**src/rtl/mips_hazard_pkg.sv**
```systemverilog
// mips_hazard_pkg: shared widths, forward selects, MDU states and helper for hazard control
package mips_hazard_pkg;
  localparam int REG_ADDR_W = 5;
  typedef enum logic [1:0] {FWD_NONE = 2'b00, FWD_WB = 2'b01, FWD_MEM = 2'b10} fwd_e_t;
  typedef enum logic {IDLE, BUSY} mdu_state_t;
  function automatic logic hit(input logic we, input logic [REG_ADDR_W-1:0] wr, input logic [REG_ADDR_W-1:0] src);
    return we && wr != '0 && wr == src;
  endfunction
endpackage

```
**src/rtl/hazard_controller_if.sv**
```systemverilog
// hazard_controller_if: datapath-to-hazard-controller signal bundle
interface hazard_controller_if #(parameter int PERF_W = 32);
  import mips_hazard_pkg::*;
  logic [REG_ADDR_W-1:0] rs_d, rt_d, rs_e, rt_e, write_reg_e, write_reg_m, write_reg_w;
  logic reg_write_e, reg_write_m, reg_write_w, mem_to_reg_e, mem_to_reg_m;
  logic branch_d, pc_src_d, jump_d, mdu_use_d, mdu_start_e, mdu_div_e, perf_clr;
  logic stall_f, stall_d, stall_e, flush_d, flush_e;
  logic forward_a_d, forward_b_d;
  logic [1:0] forward_a_e, forward_b_e;
  logic mdu_busy, mdu_done;
  logic [PERF_W-1:0] stall_count, flush_count;
  modport master(
    output rs_d, rt_d, rs_e, rt_e, write_reg_e, write_reg_m, write_reg_w,
    output reg_write_e, reg_write_m, reg_write_w, mem_to_reg_e, mem_to_reg_m,
    output branch_d, pc_src_d, jump_d, mdu_use_d, mdu_start_e, mdu_div_e, perf_clr,
    input stall_f, stall_d, stall_e, flush_d, flush_e, forward_a_d, forward_b_d,
    input forward_a_e, forward_b_e, mdu_busy, mdu_done, stall_count, flush_count
  );
  modport slave(
    input rs_d, rt_d, rs_e, rt_e, write_reg_e, write_reg_m, write_reg_w,
    input reg_write_e, reg_write_m, reg_write_w, mem_to_reg_e, mem_to_reg_m,
    input branch_d, pc_src_d, jump_d, mdu_use_d, mdu_start_e, mdu_div_e, perf_clr,
    output stall_f, stall_d, stall_e, flush_d, flush_e, forward_a_d, forward_b_d,
    output forward_a_e, forward_b_e, mdu_busy, mdu_done, stall_count, flush_count
  );
endinterface

```
**src/rtl/mdu_sequencer.sv**
```systemverilog
// mdu_sequencer: multiply/divide busy sequencer with one-cycle completion pulse
module mdu_sequencer import mips_hazard_pkg::*; #(
  parameter int MUL_CYCLES = 4,
  parameter int DIV_CYCLES = 32
) (
  input  logic clk,
  input  logic clr,
  input  logic start,
  input  logic div,
  output logic busy,
  output logic done
);
  localparam logic [5:0] MUL_LOAD = 6'(MUL_CYCLES - 1);
  localparam logic [5:0] DIV_LOAD = 6'(DIV_CYCLES - 1);
  mdu_state_t state, state_n;
  logic [5:0] cnt, cnt_n;
  logic done_n;
  always_ff @(posedge clk or posedge clr)
    if (clr) begin
      state <= IDLE;
      cnt <= '0;
      done <= 1'b0;
    end else begin
      state <= state_n;
      cnt <= cnt_n;
      done <= done_n;
    end
  always_comb begin
    state_n = state;
    cnt_n = cnt;
    done_n = 1'b0;
    if (state == IDLE && start) begin
      state_n = BUSY;
      cnt_n = div ? DIV_LOAD : MUL_LOAD;
    end else if (state == BUSY) begin
      cnt_n = cnt != '0 ? cnt - 6'd1 : cnt;
      state_n = cnt != '0 ? BUSY : IDLE;
      done_n = cnt == '0;
    end
  end
  assign busy = state == BUSY;
endmodule

```
**src/rtl/hazard_controller.sv**
```systemverilog
// hazard_controller: stall/flush/forward control, MDU sequencing and saturating perf counters
module hazard_controller import mips_hazard_pkg::*; #(
  parameter int MUL_CYCLES = 4,
  parameter int DIV_CYCLES = 32,
  parameter int PERF_W = 32
) (
  input logic clk,
  input logic clr,
  hazard_controller_if.slave h
);
  logic lw_stall, branch_stall, mdu_stall, stall, busy;
  logic [PERF_W-1:0] stall_count, flush_count;
  mdu_sequencer #(.MUL_CYCLES(MUL_CYCLES), .DIV_CYCLES(DIV_CYCLES)) u_mdu (
    .clk(clk), .clr(clr), .start(h.mdu_start_e), .div(h.mdu_div_e), .busy(busy), .done(h.mdu_done)
  );
  always_comb begin
    h.forward_a_e = hit(h.reg_write_m, h.write_reg_m, h.rs_e) ? FWD_MEM :
                    hit(h.reg_write_w, h.write_reg_w, h.rs_e) ? FWD_WB : FWD_NONE;
    h.forward_b_e = hit(h.reg_write_m, h.write_reg_m, h.rt_e) ? FWD_MEM :
                    hit(h.reg_write_w, h.write_reg_w, h.rt_e) ? FWD_WB : FWD_NONE;
    h.forward_a_d = hit(h.reg_write_m, h.write_reg_m, h.rs_d);
    h.forward_b_d = hit(h.reg_write_m, h.write_reg_m, h.rt_d);
    lw_stall = h.mem_to_reg_e && h.rt_e != '0 && (h.rt_e == h.rs_d || h.rt_e == h.rt_d);
    branch_stall = h.branch_d && (hit(h.reg_write_e, h.write_reg_e, h.rs_d) || hit(h.reg_write_e, h.write_reg_e, h.rt_d) ||
                                  hit(h.mem_to_reg_m, h.write_reg_m, h.rs_d) || hit(h.mem_to_reg_m, h.write_reg_m, h.rt_d));
    mdu_stall = h.mdu_use_d && (busy || h.mdu_start_e);
    stall = lw_stall || branch_stall || mdu_stall;
    h.stall_f = stall;
    h.stall_d = stall;
    h.flush_e = stall;
    h.stall_e = 1'b0;
    h.flush_d = (h.pc_src_d || h.jump_d) && !stall;
    h.mdu_busy = busy;
    h.stall_count = stall_count;
    h.flush_count = flush_count;
  end
  always_ff @(posedge clk or posedge clr)
    if (clr) begin
      stall_count <= '0;
      flush_count <= '0;
    end else if (h.perf_clr) begin
      stall_count <= '0;
      flush_count <= '0;
    end else begin
      if (stall && !(&stall_count)) stall_count <= stall_count + 1'b1;
      if (h.flush_d && !(&flush_count)) flush_count <= flush_count + 1'b1;
    end
endmodule

```
**src/flat_wrapper.sv**
```systemverilog
// flat-port wrapper written by rule: the top's interface ports become plain ports
module hazard_controller_flat import mips_hazard_pkg::*;
#(
  parameter int MUL_CYCLES = 4,
  parameter int DIV_CYCLES = 32,
  parameter int PERF_W = 32
)
  (clk, clr, h_rs_d, h_rt_d, h_rs_e, h_rt_e, h_write_reg_e, h_write_reg_m, h_write_reg_w, h_reg_write_e, h_reg_write_m, h_reg_write_w, h_mem_to_reg_e, h_mem_to_reg_m, h_branch_d, h_pc_src_d, h_jump_d, h_mdu_use_d, h_mdu_start_e, h_mdu_div_e, h_perf_clr, h_stall_f, h_stall_d, h_stall_e, h_flush_d, h_flush_e, h_forward_a_d, h_forward_b_d, h_forward_a_e, h_forward_b_e, h_mdu_busy, h_mdu_done, h_stall_count, h_flush_count);
  hazard_controller_if #(.PERF_W(PERF_W)) h_i ();
  input logic clk;
  input logic clr;
  input wire logic [$bits(h_i.rs_d)-1:0] h_rs_d;
  input wire logic [$bits(h_i.rt_d)-1:0] h_rt_d;
  input wire logic [$bits(h_i.rs_e)-1:0] h_rs_e;
  input wire logic [$bits(h_i.rt_e)-1:0] h_rt_e;
  input wire logic [$bits(h_i.write_reg_e)-1:0] h_write_reg_e;
  input wire logic [$bits(h_i.write_reg_m)-1:0] h_write_reg_m;
  input wire logic [$bits(h_i.write_reg_w)-1:0] h_write_reg_w;
  input wire logic [$bits(h_i.reg_write_e)-1:0] h_reg_write_e;
  input wire logic [$bits(h_i.reg_write_m)-1:0] h_reg_write_m;
  input wire logic [$bits(h_i.reg_write_w)-1:0] h_reg_write_w;
  input wire logic [$bits(h_i.mem_to_reg_e)-1:0] h_mem_to_reg_e;
  input wire logic [$bits(h_i.mem_to_reg_m)-1:0] h_mem_to_reg_m;
  input wire logic [$bits(h_i.branch_d)-1:0] h_branch_d;
  input wire logic [$bits(h_i.pc_src_d)-1:0] h_pc_src_d;
  input wire logic [$bits(h_i.jump_d)-1:0] h_jump_d;
  input wire logic [$bits(h_i.mdu_use_d)-1:0] h_mdu_use_d;
  input wire logic [$bits(h_i.mdu_start_e)-1:0] h_mdu_start_e;
  input wire logic [$bits(h_i.mdu_div_e)-1:0] h_mdu_div_e;
  input wire logic [$bits(h_i.perf_clr)-1:0] h_perf_clr;
  output wire logic [$bits(h_i.stall_f)-1:0] h_stall_f;
  output wire logic [$bits(h_i.stall_d)-1:0] h_stall_d;
  output wire logic [$bits(h_i.stall_e)-1:0] h_stall_e;
  output wire logic [$bits(h_i.flush_d)-1:0] h_flush_d;
  output wire logic [$bits(h_i.flush_e)-1:0] h_flush_e;
  output wire logic [$bits(h_i.forward_a_d)-1:0] h_forward_a_d;
  output wire logic [$bits(h_i.forward_b_d)-1:0] h_forward_b_d;
  output wire logic [$bits(h_i.forward_a_e)-1:0] h_forward_a_e;
  output wire logic [$bits(h_i.forward_b_e)-1:0] h_forward_b_e;
  output wire logic [$bits(h_i.mdu_busy)-1:0] h_mdu_busy;
  output wire logic [$bits(h_i.mdu_done)-1:0] h_mdu_done;
  output wire logic [$bits(h_i.stall_count)-1:0] h_stall_count;
  output wire logic [$bits(h_i.flush_count)-1:0] h_flush_count;
  assign h_i.rs_d = h_rs_d;
  assign h_i.rt_d = h_rt_d;
  assign h_i.rs_e = h_rs_e;
  assign h_i.rt_e = h_rt_e;
  assign h_i.write_reg_e = h_write_reg_e;
  assign h_i.write_reg_m = h_write_reg_m;
  assign h_i.write_reg_w = h_write_reg_w;
  assign h_i.reg_write_e = h_reg_write_e;
  assign h_i.reg_write_m = h_reg_write_m;
  assign h_i.reg_write_w = h_reg_write_w;
  assign h_i.mem_to_reg_e = h_mem_to_reg_e;
  assign h_i.mem_to_reg_m = h_mem_to_reg_m;
  assign h_i.branch_d = h_branch_d;
  assign h_i.pc_src_d = h_pc_src_d;
  assign h_i.jump_d = h_jump_d;
  assign h_i.mdu_use_d = h_mdu_use_d;
  assign h_i.mdu_start_e = h_mdu_start_e;
  assign h_i.mdu_div_e = h_mdu_div_e;
  assign h_i.perf_clr = h_perf_clr;
  assign h_stall_f = h_i.stall_f;
  assign h_stall_d = h_i.stall_d;
  assign h_stall_e = h_i.stall_e;
  assign h_flush_d = h_i.flush_d;
  assign h_flush_e = h_i.flush_e;
  assign h_forward_a_d = h_i.forward_a_d;
  assign h_forward_b_d = h_i.forward_b_d;
  assign h_forward_a_e = h_i.forward_a_e;
  assign h_forward_b_e = h_i.forward_b_e;
  assign h_mdu_busy = h_i.mdu_busy;
  assign h_mdu_done = h_i.mdu_done;
  assign h_stall_count = h_i.stall_count;
  assign h_flush_count = h_i.flush_count;
  hazard_controller #(.MUL_CYCLES(MUL_CYCLES), .DIV_CYCLES(DIV_CYCLES), .PERF_W(PERF_W)) u_core (.clk(clk), .clr(clr), .h(h_i));
endmodule
```
**config.mk**
```make
export PLATFORM = sky130hd
export DESIGN_NAME = hazard_controller_flat
export DESIGN_NICKNAME = d
export VERILOG_FILES = /design/src/rtl/mips_hazard_pkg.sv /design/src/rtl/hazard_controller_if.sv /design/src/rtl/mdu_sequencer.sv /design/src/rtl/hazard_controller.sv /design/src/flat_wrapper.sv
export SDC_FILE = /design/constraint.sdc
export NUM_CORES = 1
export LEC_CHECK = 0
export ABC_AREA = 1
export CAP_MARGIN = 20
export CORE_MARGIN = 10
export CORE_UTILIZATION = 30
export DETAILED_ROUTE_END_ITERATION = 7
export GPL_TIMING_DRIVEN = 0
export HOLD_SLACK_MARGIN = 0.06
export PLACE_DENSITY = 0.55
export SLEW_MARGIN = 20
export SYNTH_ARGS = -nofsm -noshare
export SYNTH_HDL_FRONTEND = slang
export SYNTH_SLANG_ARGS = --single-unit
```
**constraint.sdc**
```tcl
create_clock -name clk -period 2 [get_ports clk]
set_input_delay 0.2 -clock clk [delete_from_list [all_inputs] [get_ports clk]]
set_output_delay 0.2 -clock clk [all_outputs]
set_load 0.02 [all_outputs]
```
==> results of run 1 <==
## metal layers
layer / track usage / up-vias / wire [um]
met3: 0.0367 / 20 / 1170
met5: 0 / - / 0
met1: 0.205 / 2844 / 9600
li1: - / 3149 / -
met2: 0.250 / 158 / 9390
met4: 0.0350 / 0 / 250
## registers in the layout, indices dropped and copies added, names as in the netlist
name                  flops
u_core.u_mdu.busy         1
u_core.u_mdu.done         1
u_core.u_mdu.cnt          6
u_core.h.flush_count     32
u_core.h.stall_count     32
## worst max path at each step
| stage | startpoint | endpoint | slack, ns | depth (start not counted) |
|---|---|---|---|---|
| 3_3_place_gp | h_write_reg_m[0] | h_stall_d | -0.96 | 14 |
| 6_report | u_core.h.flush_count[1] | u_core.h.flush_count[3] | 0.06 | 13 |
| 2_1_floorplan | u_core.h.flush_count[0] | u_core.h.flush_count[24] | 0.05 | 13 |
| 4_1_cts | h_write_reg_e[1] | h_stall_d | 0.0007 | 14 |
| 3_5_place_dp | h_write_reg_m[1] | h_stall_d | -0.95 | 14 |
| 5_1_grt | u_core.h.flush_count[1] | u_core.h.flush_count[2] | -0.05 | 13 |
## final cells by class
cell class	count	area, sq um	area share
multi-input combinational	684	3680	0.447
sequential	72	1820	0.221
timing repair buffer	147	1430	0.174
inverter	99	375	0.0455
tap	260	325	0.0395
buffer	38	263	0.0319
clock buffer	10	239	0.0290
clock inverter	5	104	0.0126
## power by group
| group | internal, mW | leakage [nW] | switching, mW |
|---|---|---|---|
| logic | 0.580 | 2.76 | 0.772 |
| clock network | 1.25 | 0.169 | 0.671 |
| registers | 1.56 | 0.963 | 0.115 |
| total | 3.39 | 3.89 | 1.56 |
## cells by family after synthesis
group	share of synthesized area
and+or+nand+nor	0.435
buffers and inverters	0.102
xor gates and xnor gates	0.129
DFF	0.308
AOI/OAI and AO/OA	0.0184
adders and majority gates	0.00642
other	0.000642
## placed cells by master (no fill, tap or decap), types with 2 or more instances in the layout
| master | synthesis | routed |
|---|---|---|
| nor2_4 | 0 | 5 |
| xor2_1 | 47 | 47 |
| clkdlybuf4s50_1 | 0 | 89 |
| clkbuf_16 | 0 | 11 |
| a21oi_1 | 4 | 4 |
| nor4_1 | 9 | 7 |
| ha_4 | 0 | 2 |
| o21ai_0 | 6 | 5 |
| nand2_1 | 277 | 242 |
| inv_1 | 97 | 94 |
| buf_8 | 0 | 4 |
| a31oi_1 | 4 | 4 |
| inv_2 | 2 | 4 |
| nand3_1 | 85 | 84 |
| nor2_2 | 5 | 5 |
| nand4_2 | 2 | 2 |
| nor3_2 | 5 | 5 |
| nand4_1 | 42 | 42 |
| dfrtp_2 | 0 | 14 |
| nor3b_1 | 3 | 3 |
| xnor2_1 | 39 | 39 |
| buf_2 | 7 | 8 |
| clkbuf_2 | 3 | 5 |
| buf_4 | 6 | 30 |
| buf_6 | 6 | 9 |
| dlygate4sd2_1 | 0 | 19 |
| nor3_1 | 27 | 26 |
| dfrtp_1 | 72 | 58 |
| o21ai_1 | 1 | 2 |
| clkbuf_1 | 17 | 14 |
| dlymetal6s2s_1 | 0 | 3 |
| nor2_1 | 113 | 108 |
| nand2_2 | 5 | 33 |
| bufinv_16 | 0 | 3 |
| nand2_4 | 1 | 7 |
## per-stage QoR
stage | utilization | std cells | instance area, sq um | TNS [ns] | setup slack [ns]
floorplan | - | 894 | 5850 | 0 | 0.0509
global placement | 0.387 | 1271 | 7340 | -23.82 | -0.957
detailed placement | 0.390 | 1273 | 7390 | -21.52 | -0.949
CTS | 0.413 | 1297 | 7830 | 0 | 0.000703
global route | 0.435 | 1315 | 8240 | -0.952 | -0.0489
finish | 0.435 | 1315 | 8240 | 0 | 0.0606
## repair_timing
action                                  4_1_cts  5_1_grt
pin swaps                                     6       14
hold buffers                                  0        0
endpoints found under the setup margin       76       75
gates resized for setup                      61       92
setup buffers                                 9       16
gates cloned                                  0        3
==> flow_summary.json, run 1 <==
{
  "run_status": "complete, no violations",
  "ys_ff_latch": 72,
  "grt_pass1_wl_mm": 32.8,
  "grt_setup_unrepaired": "true",
  "core-area_sq_um": 19000,
  "fillers": 2026,
  "holdWs_ns": 0.275,
  "cts_root_buffer": "clkbuf_16",
  "gr-usage-all-layers": 0.155,
  "start_util": 0.308,
  "num_antenna_cells": 0,
  "syn_nets": 946,
  "finalMaxSlewViolations": 0,
  "start_kind": "register",
  "via_per_inst": 4.69,
  "cts_buffers": 9,
  "ios": 126,
  "die_h_um": 160,
  "synth_top_area_cell": "dfrtp_1",
  "synth-edff-count": 0,
  "clock_latency_ns": 0.35,
  "routedWlPerCell_um": 15.5,
  "critical_path_class": "register to register",
  "ys_warn_count": 0,
  "syn_to_final_growth_pct": 41.0,
  "fin_nets": 1103,
  "grt_pass1_vias": 6057,
  "netlist_area_sq_um": 5840,
  "finalSetupViolations": 0,
  "drive_gt1_frac": 0.153,
  "finClkSkew_ns": 0.0145,
  "crit_family": "simple AND/OR/NAND/NOR gates",
  "synth_cell_types": 33,
  "timing.fmax_mhz": 516,
  "synth_ff_type": "dfrtp_1",
  "via_count": 6171,
  "synth.area.top_cells": "dfrtp_1 (31%), nand2_1 (18%), nand3_1 (7.3%)",
  "peakVddDrop_v": 0.000390,
  "gp_congestion": 0.925,
  "grt_start_max_net_pins": 27,
  "hpwlAfterDp_mm": 15.9,
  "synth_top_area_share": 0.308,
  "htreeDepth": 3,
  "tightest_slew_ns": 0.613,
  "io_buffers": 117,
  "worst-path-buf-inv": 1,
  "antenna_found_initial": 0,
  "hold_viol_final": 0,
  "worstPathMaxFanout": 7,
  "ant_nets": 0,
  "path_cells": "ha_4 -> nand2_4 -> nor2_4 -> nand2_4 -> nor2_4 -> nand2_2 -> nor2_2 -> nand4_2 -> nand4_4 -> nand2_8 -> clkbuf_16 -> nand2_2 -> nand2_1",
  "critPathMaxStageDelay_ns": 0.39,
  "cpMaxStageDelayCell": "dfrtp_2",
  "gr-total-overflow": 0,
  "ys_seq_area_frac": 0.308,
  "r2r-start": "u_core.h.flush_count[1]",
  "cts_sinks": 72,
  "clk_pin_slew_ns": 0.07,
  "relSlewSlack": 0.590,
  "endpoint_kind": "register",
  "drc": 0,
  "async_flop_share": 1.00,
  "total_power_mw": 4.95,
  "r2r_cells": 13,
  "finalCritPeriodShare": 0.970,
  "die_w_um": 160,
  "clk_path_buf_depth": 2,
  "firstDrtPassIters": 5,
  "yosysMostFrequentCell": "nand2_1",
  "drt_iter0_markers": 364,
  "cts_tree": "done",
  "critical_path_arrival_ns": 2.17,
  "min_period_ns": 1.94,
  "reg2reg_to": "u_core.h.flush_count[3]",
  "std_cell_rows": 50,
  "routed_wl_mm": 20.4,
  "hold_path_class": "input pin to async pin",
  "dieArea_sq_um": 25500,
  "maxCapViolations": 0,
  "postSynthAreaPerCell_sq_um": 6.54,
  "r2r_slack_ns": 0.06,
  "power_density_nw_per_um2": 600,
  "cellLeakagePower_nw": 3.89,
  "synth_common_cells": "nand2_1 (277), nor2_1 (113), inv_1 (97)",
  "cp.required_ns": 2.23,
  "syn_inst": 894
}
No activity file was read; power rests on OpenSTA's default activity.
==> inputs of run 2 (changes only) <==
- CORE_MARGIN: 10 -> 1.5
- HOLD_SLACK_MARGIN: 0.06 -> default
- MAX_ROUTING_LAYER: default -> met4
==> flow_summary.json, run 2 (synthesized netlist as in run 1, its figures left out) <==
{
  "io_buffers": 117,
  "finalCritPeriodShare": 0.980,
  "start_util": 0.309,
  "antenna_found_initial": 0,
  "cts_sinks": 72,
  "hpwlAfterDp_mm": 14.9,
  "grt_pass1_vias": 5827,
  "relSlewSlack": 0.556,
  "cts_root_buffer": "clkbuf_16",
  "start_kind": "register",
  "finalSetupViolations": 0,
  "drc": 0,
  "core-area_sq_um": 18900,
  "firstDrtPassIters": 4,
  "num_antenna_cells": 0,
  "ios": 126,
  "ant_nets": 0,
  "tightest_slew_ns": 0.666,
  "clk_path_buf_depth": 2,
  "drt_iter0_markers": 347,
  "maxCapViolations": 0,
  "grt_start_max_net_pins": 30,
  "via_per_inst": 4.69,
  "critical_path_arrival_ns": 2.19,
  "syn_to_final_growth_pct": 40.5,
  "post_dp_cell_area_sq_um": 7380,
  "std_cell_rows": 50,
  "cts_hold_buf": 0,
  "grt_setup_unrepaired": "true",
  "finalMaxSlewViolations": 0,
  "worstPathMaxFanout": 7,
  "cp.required_ns": 2.23,
  "gr-total-overflow": 0,
  "total_power_mw": 4.58,
  "power_density_nw_per_um2": 558,
  "grt_pass1_wl_mm": 31.3,
  "htreeDepth": 3,
  "final_common_cell": "nand2_1",
  "routedWlPerCell_um": 14.9,
  "die_w_um": 143,
  "most-common-layout-cells": "nand2_1 (245), nor2_1 (108), inv_1 (93)",
  "cellLeakagePower_nw": 3.88,
  "top_regs": "u_core.h.flush_count x32, u_core.h.stall_count x32, u_core.u_mdu.cnt x6",
  "finClkSkew_ns": 0.0102,
  "clock_latency_ns": 0.34,
  "hold_path_class": "input pin to async pin",
  "min_period_ns": 1.96,
  "critical_path_class": "register to register",
  "via_count": 6195,
  "hold_viol_final": 0,
  "gp_congestion": 0.907,
  "peakVddDrop_v": 0.000416,
  "drive_gt1_frac": 0.154,
  "endpoint_kind": "register",
  "routed_wl_mm": 19.7,
  "final_area_sq_um": 8210,
  "gr-usage-all-layers": 0.201,
  "clk_pin_slew_ns": 0.06,
  "cts_buffers": 9,
  "timing.fmax_mhz": 510,
  "fin_nets": 1109,
  "tns_ns": 0,
  "dieArea_sq_um": 20300,
  "die_h_um": 143,
  "run_status": "complete, no violations",
  "cts_tree": "done"
}
## run 2: area by class of cell
cell class	instances	area, sq um
fillers	2029	10700
well taps	260	325
clock buffers	14	274
multi-input cells	684	3690
inverters	99	375
clock inverters	2	12.5
repair buffers	153	1460
flip-flops and latches	72	1810
plain buffers	38	263
## run 2: repair_timing
item	in CTS	in global routing
endpoints found under the hold margin	0	0
gates resized for setup	64	89
setup buffers	12	20
setup endpoints to repair	76	75
cloned	0	3
pin swaps	6	16
## run 2: path summary, 6_finish.rpt
| check | from | endpoint | slack (ns) | cells after the start |
|---|---|---|---|---|
| min reg2reg | u_core.u_mdu.cnt[5] | u_core.u_mdu.done | 0.53 | 3 |
| max in group asynchronous | clr | u_core.h.flush_count[6] | 1.04 | 4 |
| max reg2reg | u_core.h.flush_count[1] | u_core.h.flush_count[13] | 0.04 | 13 |
| max | u_core.h.flush_count[1] | u_core.h.flush_count[13] | 0.04 | 13 |
| min | clr | u_core.h.stall_count[14] | 0.23 | 2 |
| min in group clk | h_perf_clr | u_core.h.flush_count[31] | 0.35 | 4 |
## run 2: critical path, stage by stage, from the launching register on
cell	delay, ns
dfrtp_2	0.40
ha_4	0.17
nand2_4	0.06
nor2_4	0.11
nand2_4	0.07
nor2_2	0.07
nand2_1	0.07
nor2_2	0.13
nand4_2	0.14
nand4_4	0.21
nand2_8	0.12
buf_4	0.18
nand2_1	0.06
nand2_1	0.05
## run 2: per-layer routing
layer,vias to the layer above,routed length [um],GRT usage
met5,-,0,-
met2,142,9280,0.315
met1,2868,9410,0.274
met4,0,189,0.0412
met3,15,819,0.0330
li1,3170,-,-
## run 2: where the power goes
group	switching (mW)	leakage [nW]	internal, mW
clock	0.639	0.139	0.942
combinational	0.774	2.77	0.566
sequential	0.0977	0.971	1.56
## run 2: per-stage QoR
stage                     setup slack [ns]  hold slack, ns   util  instances
after detailed placement            -0.975           0.539  0.391       1273
after CTS                       0.00000377           0.237  0.414       1301
final                               0.0402           0.229  0.435       1322
after global routing               -0.0642           0.284  0.435       1322
after floorplan                     0.0509           0.382      -        894
after global placement              -0.983           0.517  0.389       1271
